## config.mk

```make
export PLATFORM = sky130hd
export DESIGN_NAME = rv32m_muldiv_seq_flat
export DESIGN_NICKNAME = d
export VERILOG_FILES = /design/src/rtl/rv32m_muldiv_seq_if.sv /design/src/rtl/rv32m_muldiv_seq.sv /design/src/flat_wrapper.sv
export SDC_FILE = /design/constraint.sdc
export NUM_CORES = 1
export LEC_CHECK = 0
export BUFFER_PORTS_ARGS = -buffer_cell sky130_fd_sc_hd__clkbuf_2
export CAP_MARGIN = 20
export CELL_PAD_IN_SITES_DETAIL_PLACEMENT = 1
export CELL_PAD_IN_SITES_GLOBAL_PLACEMENT = 1
export CORE_MARGIN = 2
export CORE_UTILIZATION = 42
export CTS_CLUSTER_DIAMETER = 120
export DETAILED_ROUTE_END_ITERATION = 16
export PLACE_DENSITY = 0.88
export SLEW_MARGIN = 20
export SYNTH_ARGS = -nofsm -noshare
export SYNTH_HDL_FRONTEND = slang
export SYNTH_SLANG_ARGS = --single-unit
```

## constraint.sdc

```tcl
create_clock -name clk -period 4.35 [get_ports clk]
set_input_delay 0.2175 -clock clk [delete_from_list [all_inputs] [get_ports clk]]
set_output_delay 0.2175 -clock clk [all_outputs]
set_load 0.1 [all_outputs]
```

## src/rtl/rv32m_muldiv_seq_if.sv

```systemverilog
// rv32m_muldiv_seq_if: request/response bundle between EX-stage control and the muldiv sequencer
interface rv32m_muldiv_seq_if #(parameter int XLEN = 32);
  logic start, flush, busy, done;
  logic [2:0] func3;
  logic [XLEN-1:0] op_a, op_b, result;
  modport master (output start, flush, func3, op_a, op_b, input busy, done, result);
  modport slave (input start, flush, func3, op_a, op_b, output busy, done, result);
endinterface

```

## src/rtl/rv32m_muldiv_seq.sv

```systemverilog
// rv32m_muldiv_seq: 32-step RV32M multiply/divide sequencer; MULDIV_EARLY_OUT_EN lets trivial operands skip CALC
module rv32m_muldiv_seq #(parameter int XLEN = 32) (
  input logic clk,
  input logic rst,
  rv32m_muldiv_seq_if.slave bus
);
  typedef enum logic [2:0] {IDLE, PREP, CALC, FIX, DONE} state_t;
  state_t state_q, state_d;
  logic [2:0] f3_q, f3_d;
  logic [XLEN-1:0] a_q, a_d, b_q, b_d, ua_q, ua_d, ub_q, ub_d, result_q, result_d;
  logic [2*XLEN-1:0] acc_q, acc_d, prod;
  logic [4:0] cnt_q, cnt_d;
  logic neg_q, neg_d, negr_q, negr_d, div0_q, div0_d, ovf_q, ovf_d;
  logic sa, sb, na, nb, dz, ov, skip, ge;
  logic [XLEN:0] sum, sh;
  logic [XLEN-1:0] diff, quo, rem, sel;
  always_comb begin
    sa = f3_q == 3'b001 || f3_q == 3'b010 || (f3_q[2] && !f3_q[0]);
    sb = f3_q == 3'b001 || (f3_q[2] && !f3_q[0]);
    na = sa && a_q[XLEN-1];
    nb = sb && b_q[XLEN-1];
    dz = f3_q[2] && b_q == '0;
    ov = f3_q[2] && !f3_q[0] && a_q == {1'b1, {(XLEN-1){1'b0}}} && b_q == '1;
`ifdef MULDIV_EARLY_OUT_EN
    skip = dz || ov || (!f3_q[2] && (a_q == '0 || b_q == '0));
`else
    skip = 1'b0;
`endif
    sum = {1'b0, acc_q[2*XLEN-1:XLEN]} + {1'b0, ua_q};
    sh = {acc_q[2*XLEN-1:XLEN], ua_q[~cnt_q]};
    ge = sh >= {1'b0, ub_q};
    diff = sh[XLEN-1:0] - ub_q;
    prod = neg_q ? -acc_q : acc_q;
    quo = neg_q ? -acc_q[XLEN-1:0] : acc_q[XLEN-1:0];
    rem = negr_q ? -acc_q[2*XLEN-1:XLEN] : acc_q[2*XLEN-1:XLEN];
    sel = div0_q ? (f3_q[1] ? a_q : {XLEN{1'b1}}) :
          ovf_q ? (f3_q[1] ? '0 : a_q) :
          f3_q[2] ? (f3_q[1] ? rem : quo) :
          f3_q[1:0] == 2'b00 ? prod[XLEN-1:0] : prod[2*XLEN-1:XLEN];
    state_d = state_q;
    f3_d = f3_q;
    a_d = a_q;
    b_d = b_q;
    ua_d = ua_q;
    ub_d = ub_q;
    acc_d = acc_q;
    cnt_d = cnt_q;
    neg_d = neg_q;
    negr_d = negr_q;
    div0_d = div0_q;
    ovf_d = ovf_q;
    result_d = result_q;
    case (state_q)
      IDLE: if (bus.start) begin
        state_d = PREP;
        f3_d = bus.func3;
        a_d = bus.op_a;
        b_d = bus.op_b;
      end
      PREP: begin
        ua_d = na ? -a_q : a_q;
        ub_d = nb ? -b_q : b_q;
        neg_d = na ^ nb;
        negr_d = na;
        div0_d = dz;
        ovf_d = ov;
        acc_d = '0;
        cnt_d = '0;
        state_d = skip ? FIX : CALC;
      end
      CALC: begin
        acc_d = f3_q[2] ? {ge ? diff : sh[XLEN-1:0], acc_q[XLEN-2:0], ge} :
                ub_q[cnt_q] ? {sum, acc_q[XLEN-1:1]} : {1'b0, acc_q[2*XLEN-1:1]};
        cnt_d = cnt_q + 5'd1;
        state_d = cnt_q == 5'd31 ? FIX : CALC;
      end
      FIX: begin
        result_d = sel;
        state_d = DONE;
      end
      default: state_d = IDLE;
    endcase
    if (bus.flush) begin
      state_d = IDLE;
      result_d = result_q;
    end
  end
  always_ff @(posedge clk) begin
    if (rst) begin
      state_q <= IDLE;
      f3_q <= '0;
      a_q <= '0;
      b_q <= '0;
      ua_q <= '0;
      ub_q <= '0;
      acc_q <= '0;
      cnt_q <= '0;
      neg_q <= 1'b0;
      negr_q <= 1'b0;
      div0_q <= 1'b0;
      ovf_q <= 1'b0;
      result_q <= '0;
    end else begin
      state_q <= state_d;
      f3_q <= f3_d;
      a_q <= a_d;
      b_q <= b_d;
      ua_q <= ua_d;
      ub_q <= ub_d;
      acc_q <= acc_d;
      cnt_q <= cnt_d;
      neg_q <= neg_d;
      negr_q <= negr_d;
      div0_q <= div0_d;
      ovf_q <= ovf_d;
      result_q <= result_d;
    end
  end
  assign bus.busy = state_q != IDLE;
  assign bus.done = state_q == DONE;
  assign bus.result = result_q;
endmodule

```

## src/flat_wrapper.sv

```systemverilog
// flat-port wrapper written by rule: the top's interface ports become plain ports
module rv32m_muldiv_seq_flat 
#(parameter int XLEN = 32)
  (clk, rst, bus_start, bus_flush, bus_func3, bus_op_a, bus_op_b, bus_busy, bus_done, bus_result);
  rv32m_muldiv_seq_if #(.XLEN(XLEN)) bus_i ();
  input logic clk;
  input logic rst;
  input wire logic [$bits(bus_i.start)-1:0] bus_start;
  input wire logic [$bits(bus_i.flush)-1:0] bus_flush;
  input wire logic [$bits(bus_i.func3)-1:0] bus_func3;
  input wire logic [$bits(bus_i.op_a)-1:0] bus_op_a;
  input wire logic [$bits(bus_i.op_b)-1:0] bus_op_b;
  output wire logic [$bits(bus_i.busy)-1:0] bus_busy;
  output wire logic [$bits(bus_i.done)-1:0] bus_done;
  output wire logic [$bits(bus_i.result)-1:0] bus_result;
  assign bus_i.start = bus_start;
  assign bus_i.flush = bus_flush;
  assign bus_i.func3 = bus_func3;
  assign bus_i.op_a = bus_op_a;
  assign bus_i.op_b = bus_op_b;
  assign bus_busy = bus_i.busy;
  assign bus_done = bus_i.done;
  assign bus_result = bus_i.result;
  rv32m_muldiv_seq #(.XLEN(XLEN)) u_core (.clk(clk), .rst(rst), .bus(bus_i));
endmodule
```

Word-level counts from Yosys, hierarchy flattened
Index checks and enable logic that the tools add are counted.
W data, S select, Z words.
{"block": "classes", "addsub": 8, "magnitude_cmp": 3, "n_eq_ne": 10, "muxes": 24, "bitwise": 3, "n_reduce_logical": 18}
{"op": "$mux W32", "n": 12}
{"op": "$mux W64", "n": 3}
{"op": "$neg A32 Y32", "n": 4}
{"op": "$pmux W64 S2", "n": 1}
{"op": "$eq A32 B32 Y1 const B", "n": 2}
{"op": "$neg A64 Y64", "n": 1}
{"op": "$add A32 B32 Y33", "n": 1}
{"op": "$ge A33 B32 Y1", "n": 1}
{"op": "$logic_not A32 Y1", "n": 1}
{"op": "$sub A32 B32 Y32", "n": 1}
{"op": "$lt A5 B6 Y1 const B", "n": 2}
{"op": "$pmux W3 S4", "n": 1}
{"op": "$bmux W1 S5", "n": 2}
{"op": "$pmux W5 S2", "n": 1}
{"op": "$eq A3 B2 Y1 const B", "n": 3}
{"op": "$eq A3 B1 Y1 const B", "n": 2}
{"op": "$logic_and A1 B1 Y1", "n": 6}
{"op": "$add A5 B1 Y5 const B", "n": 1}
{"op": "$eq A5 B5 Y1 const B", "n": 1}
{"op": "$not A5 Y5", "n": 1}
{"op": "$reduce_and A2 Y1", "n": 2}
{"op": "$eq A3 B3 Y1 const B", "n": 1}
{"op": "$logic_not A3 Y1", "n": 1}
{"op": "$logic_or A1 B1 Y1", "n": 3}
{"op": "10 further kinds", "n": 12}
{"block": "totals", "register_bits": 239, "input_bits": 71, "output_inout_bits": 34, "wordCells": 79}

Logic depth before layout (Yosys ltp)
{"block": "depth", "ltp_word": 7, "ltp_mapped": 18}

Worst setup path before layout
Ideal clock, no wire load.
{"block": "synth_timing", "kind": "reg-to-reg", "start": "reg u_core.cnt_q[0]", "end": "reg u_core.acc_q[54]", "setup_ns": 0.117, "arrival_time_ns": 4.621, "path_slack_ns": -0.388, "path_stages_with_launch": 18, "synth_period_minus_slack_ns": 4.738, "cell_sequence": "dfxtp_1 -> clkbuf_1 -> clkbuf_1 -> mux4_2 -> mux4_2 -> mux2i_1 -> ha_1 -> inv_1 -> fa_1 -> a21o_1 -> a21oi_1 -> o21bai_1 -> a32oi_1 -> a31oi_1 -> nor2b_1 -> xor2_1 -> o211ai_1 -> a32o_1"}
{"block": "synth_between", "elab_chain_cells": 7}
{"element": "start: declaration", "line": "rv32m_muldiv_seq.sv:12", "text": "logic [4:0] cnt_q, cnt_d;"}
{"element": "start signal: assignment", "line": "rv32m_muldiv_seq.sv:111", "text": "cnt_q <= cnt_d;"}
{"element": "$not A5 Y5", "line": "rv32m_muldiv_seq.sv:30", "text": "sh = {acc_q[2*XLEN-1:XLEN], ua_q[~cnt_q]};"}
{"element": "$bmux W1 S5", "line": "rv32m_muldiv_seq.sv:30"}
{"element": "$mux W1 (implied by the code)", "line": "rv32m_muldiv_seq.sv:30"}
{"element": "$sub A32 B32 Y32 or $ge A33 B32 Y1 (tied branches)", "line": "rv32m_muldiv_seq.sv:32, rv32m_muldiv_seq.sv:31"}
{"element": "$mux W32", "line": "rv32m_muldiv_seq.sv:72", "text": "acc_d = f3_q[2] ? {ge ? diff : sh[XLEN-1:0], acc_q[XLEN-2:0], ge} :"}
{"element": "$mux W64 *", "line": "rv32m_muldiv_seq.sv:72"}
{"element": "$pmux W64 S2 *", "line": "rv32m_muldiv_seq.sv:53", "text": "case (state_q)"}
{"element": "end signal: assignment", "line": "rv32m_muldiv_seq.sv:96", "text": "acc_q <= '0;"}
{"element": "end signal: assignment", "line": "rv32m_muldiv_seq.sv:110", "text": "acc_q <= acc_d;"}
{"element": "end: declaration", "line": "rv32m_muldiv_seq.sv:11", "text": "logic [2*XLEN-1:0] acc_q, acc_d, prod;"}
Every way passes the cells marked *; elsewhere a longest branch is shown, timed or not. The select of a mux whose other input is x is not followed.
A chain may end at the register's enable or synchronous reset.

Final worst setup path
Ends and elaborated chain as after synthesis.

==> run_results.csv <==
group,metric,value,unit
outcome,status,"completed",
setup_path,crit-reg2reg-launch,"u_core.cnt_q[0]",
drt,wire_per_inst,27.57,microns
drt,top_layer,"met5",
worst_hold_path,hold_class,"input port to register",
setup_path,endpoint_kind,"register",
sta,whs,0.04285,ns
sta,slew_viol_final,0,
grt,gr-usage-all-layers,0.3814,
logic_synthesis,synth_warnings,0,
logic_synthesis,synth_edf_count,0,
drt,drc,0,
grt,antenna_found_initial,4,
power,seq_power_share,0.378,
drt,antenna_left,0,
setup_path,critical_path.cell_chain,"buf_6 -> mux4_2 -> mux4_2 -> mux2i_4 -> ha_1 -> inv_1 -> fa_2 -> a21o_1 -> a21oi_2 -> buf_4 -> o21bai_1 -> a32oi_1 -> buf_4 -> a31oi_1 -> nor2b_1 -> xor2_1 -> o211ai_1 -> a32o_1",
worst_hold_path,min_from,"rst",
sta,fin_crit,4.198,ns
power,swShare,0.3255,
clock_network,htree_levels,1,
power,p_clk_frac,0.425,
drt,wirelength,87700,microns
setup_path,setup.worst_path.class,"register to register",
clock_network,cts_sinks,239,
cells_and_area,area_growth_syn_to_layout,15.16,%
logic_synthesis,synth_top_area_share,0.2609,
floorplan,rows,76,
power,internal-power,4.290,mW
sta,fmax,0.2382,GHz
cells_and_area,fin_cells,3181,
setup_path,critical_path.startpoint,"u_core.cnt_q[0]",
cells_and_area,fin_nets,2720,
setup_path,crit_path_max_fanout,6,
drt,wl_met3,8250,microns
clock_network,insertion_delay,0.58,ns
place,placed_cells,3061,
place,io_buffers,104,
drt,drt_iter0_markers,2580,
floorplan,initial_core_util,0.4258,
power,p_leak,8.228,nW
place,gp_congestion,1.012,
grt,grt_max_degree,97,
floorplan,core,43080,sq um
logic_synthesis,synth_top_cells_by_area,"dfxtp_1 26%, a21oi_1 7.0%, nand2_1 6.8%",
power,combPwrFrac,0.197,
logic_synthesis,syn-num-nets,2666,
clock_network,cts_tree,"yes",
setup_path,arrival,4.66,ns
sta,max_slew_margin,0.2834,
logic_synthesis,synthArstFlopShare,0,
drt,drtPass1Iterations,6,
drt,met2_length,38580,microns
setup_path,critPathRequiredTime,4.81,ns
sta,final.period_utilization,0.9650,
clock_network,path_clk_slew,0.07,ns
power,p_total,6.361,mW
logic_synthesis,synthDistinctLibCells,84,
logic_synthesis,synthCells,2521,
grt,grt_overflow,0,
grt,grt_pass1_vias,21211,
logic_synthesis,synth-main-ff-cell,"dfxtp_1",
place,hpwlAfterDp,59560,microns
clock_network,cts_buffers,29,
sta,fin_skew,0.02141,ns
power,peakVddDrop,269.4,uV
floorplan,die_h,213.0,microns
flow_run,drv_cap,0,
sta,finalHoldViolCount,0,
grt,grt_pass1_wl,132500,microns
logic_synthesis,synth_seq_area_share,0.2609,
cells_and_area,drive_above_1_share,0.1094,
drt,detailroute.via_count,21374,
sta,rsz0062_at_grt,"false",
setup_path,slowest_stage,"mux4_2",
logic_synthesis,syn_avg_cell_area,7.275,sq um
clock_network,cts_buffer_depth,3,
power,switchingPower,2.071,mW
sta,worst_pin_slew,1.075,ns
floorplan,ios,105,
drt,wl_met1,35540,microns
logic_synthesis,synth_top_area_cell,"dfxtp_1",
floorplan,dieArea,45360,sq um
floorplan,die_w,213.0,microns
power,p_per_area,301.1,nW/um^2
logic_synthesis,synth_area,18340,sq um
sta,setup_viol,0,
clock_network,cts-root-buf,"clkbuf_16",
setup_path,crit_path_max_incr_delay,0.51,ns
logic_synthesis,synth_seq_cells,239,
setup_path,cp-start-kind,"register",
clock_network,cts_setup_buffers,0,
drt,vias_per_cell,6.719,
[synthesized netlist by cell type (all sizes together) (8+ instances only)]
library cell,number
clkbuf,199
nor3,40
nand2,334
a31oi,24
o21ai,189
o211ai,27
ha,72
a211oi,65
and2,8
o21a,9
xnor2,92
a21o,32
a311oi,23
mux2i,48
o31ai,32
and3,16
a22oi,8
buf,23
a221oi,14
nor2b,11
or3,26
nor2,261
o41ai,17
inv,74
o21bai,18
a21boi,8
nor4,20
dfxtp,239
nand2b,22
nand3,44
or4,13
mux4,19
a21oi,256
o22ai,12
a32o,8
xor2,92
nand4,24
[sequential cells by signal (all words and copies together) (netlist names)]
signal and flops:
u_core.neg_q 1, u_core.state_q 3, u_core.ub_q 32, u_core.a_q 32
u_core.b_q 32, u_core.ovf_q 1, u_core.div0_q 1, u_core.acc_q 64
u_core.negr_q 1, u_core.bus.result 32, u_core.f3_q 3, u_core.ua_q 32
u_core.cnt_q 5
[placed cells by master (no fill, tap or decap), drive strengths merged, types with 65 or more instances in the layout]
master,n
a211oi,65
ha,72
buf,74
inv,79
nor2,261
xor2,92
clkbuf,141
dfxtp,239
a21oi,256
xnor2,92
o21ai,189
nand2,334
dlygate4sd3,68
[cell families (layout without fill, tap and decap cells)]
logic type / after synthesis / count (layout) / share of synthesized area
adders and majority gates: 74 / 74 / 0.05130
xor gates and xnor gates: 184 / 184 / 0.08786
and+or+nand+nor: 854 / 854 / 0.2107
DFF: 239 / 239 / 0.2609
other: 0 / 1 / 0
buffers and inverters: 297 / 371 / 0.06201
muxes: 69 / 69 / 0.05075
AOI/OAI and AO/OA: 804 / 804 / 0.2765
[critical path: cells and delay by family, from the launching register on]
family	cells	cell delay, ns
adder cells (fa/ha/maj)	2	0.51
flip-flops	1	0.36
buffers and inverters	4	0.49
AO/OA/AOI/OAI	7	1.12
XOR/XNOR	1	0.18
AND/OR/NAND/NOR	1	0.21
multiplexers	3	1.21
[timing repair]
action	CTS	global route
hold endpoints to repair	69	0
hold buffers	68	0
pin swaps	0	4
endpoints found under the setup margin	6	11
resized for setup	3	8
[layout make-up]
| cell class | instances | area (sq um) |
|---|---|---|
| diodes | 1 | 2.502 |
| clock buffers | 38 | 829.5 |
| clock inverters | 13 | 191.4 |
| fillers | 5294 | 21950 |
| inverters | 75 | 281.5 |
| multi-input cells | 1985 | 12510 |
| flip-flops and latches | 239 | 4791 |
| well taps | 585 | 732.0 |
| repair buffers | 245 | 1788 |
[metrics by stage]
stage | setup slack [ns] | instance area (sq um) | utilization | setup TNS (ns)
floorplan | 0.002292 | 18340 | - | 0
global placement | 0.08248 | 19370 | 0.4497 | 0
detailed placement | -0.1092 | 19380 | 0.4498 | -0.1620
CTS | 0.05461 | 21100 | 0.4897 | 0
global route | 0.003292 | 21120 | 0.4904 | 0
finish | 0.1520 | 21120 | 0.4904 | 0
[per-layer routing]
metal | vias up | track usage
met4 | 6 | 0.1845
met2 | 1391 | 0.6034
met1 | 10481 | 0.4974
met3 | 365 | 0.07442
li1 | 9131 | -
met5 | - | 0
[path summary, 6_finish.rpt]
path / to / slack (ns) / cells past startpoint
worst min register to register: u_core.bus.result[25] / 0.50 / 2
worst max-delay path: u_core.acc_q[54] / 0.15 / 18
worst min-delay path: u_core.acc_q[18] / 0.04 / 2
worst max register to register: u_core.acc_q[54] / 0.15 / 18
[power groups by stage]
stage                     sequential, mW  combinational (mW)  clock, mW
after CTS                           2.39                1.17       2.65
after global placement              2.42                1.07          0
after floorplan                     2.37               0.770          0
final                               2.41                1.25       2.70
after global routing                2.41                1.33       2.77
after detailed placement            2.43                1.11          0
(Power assumes the default switching activity.)
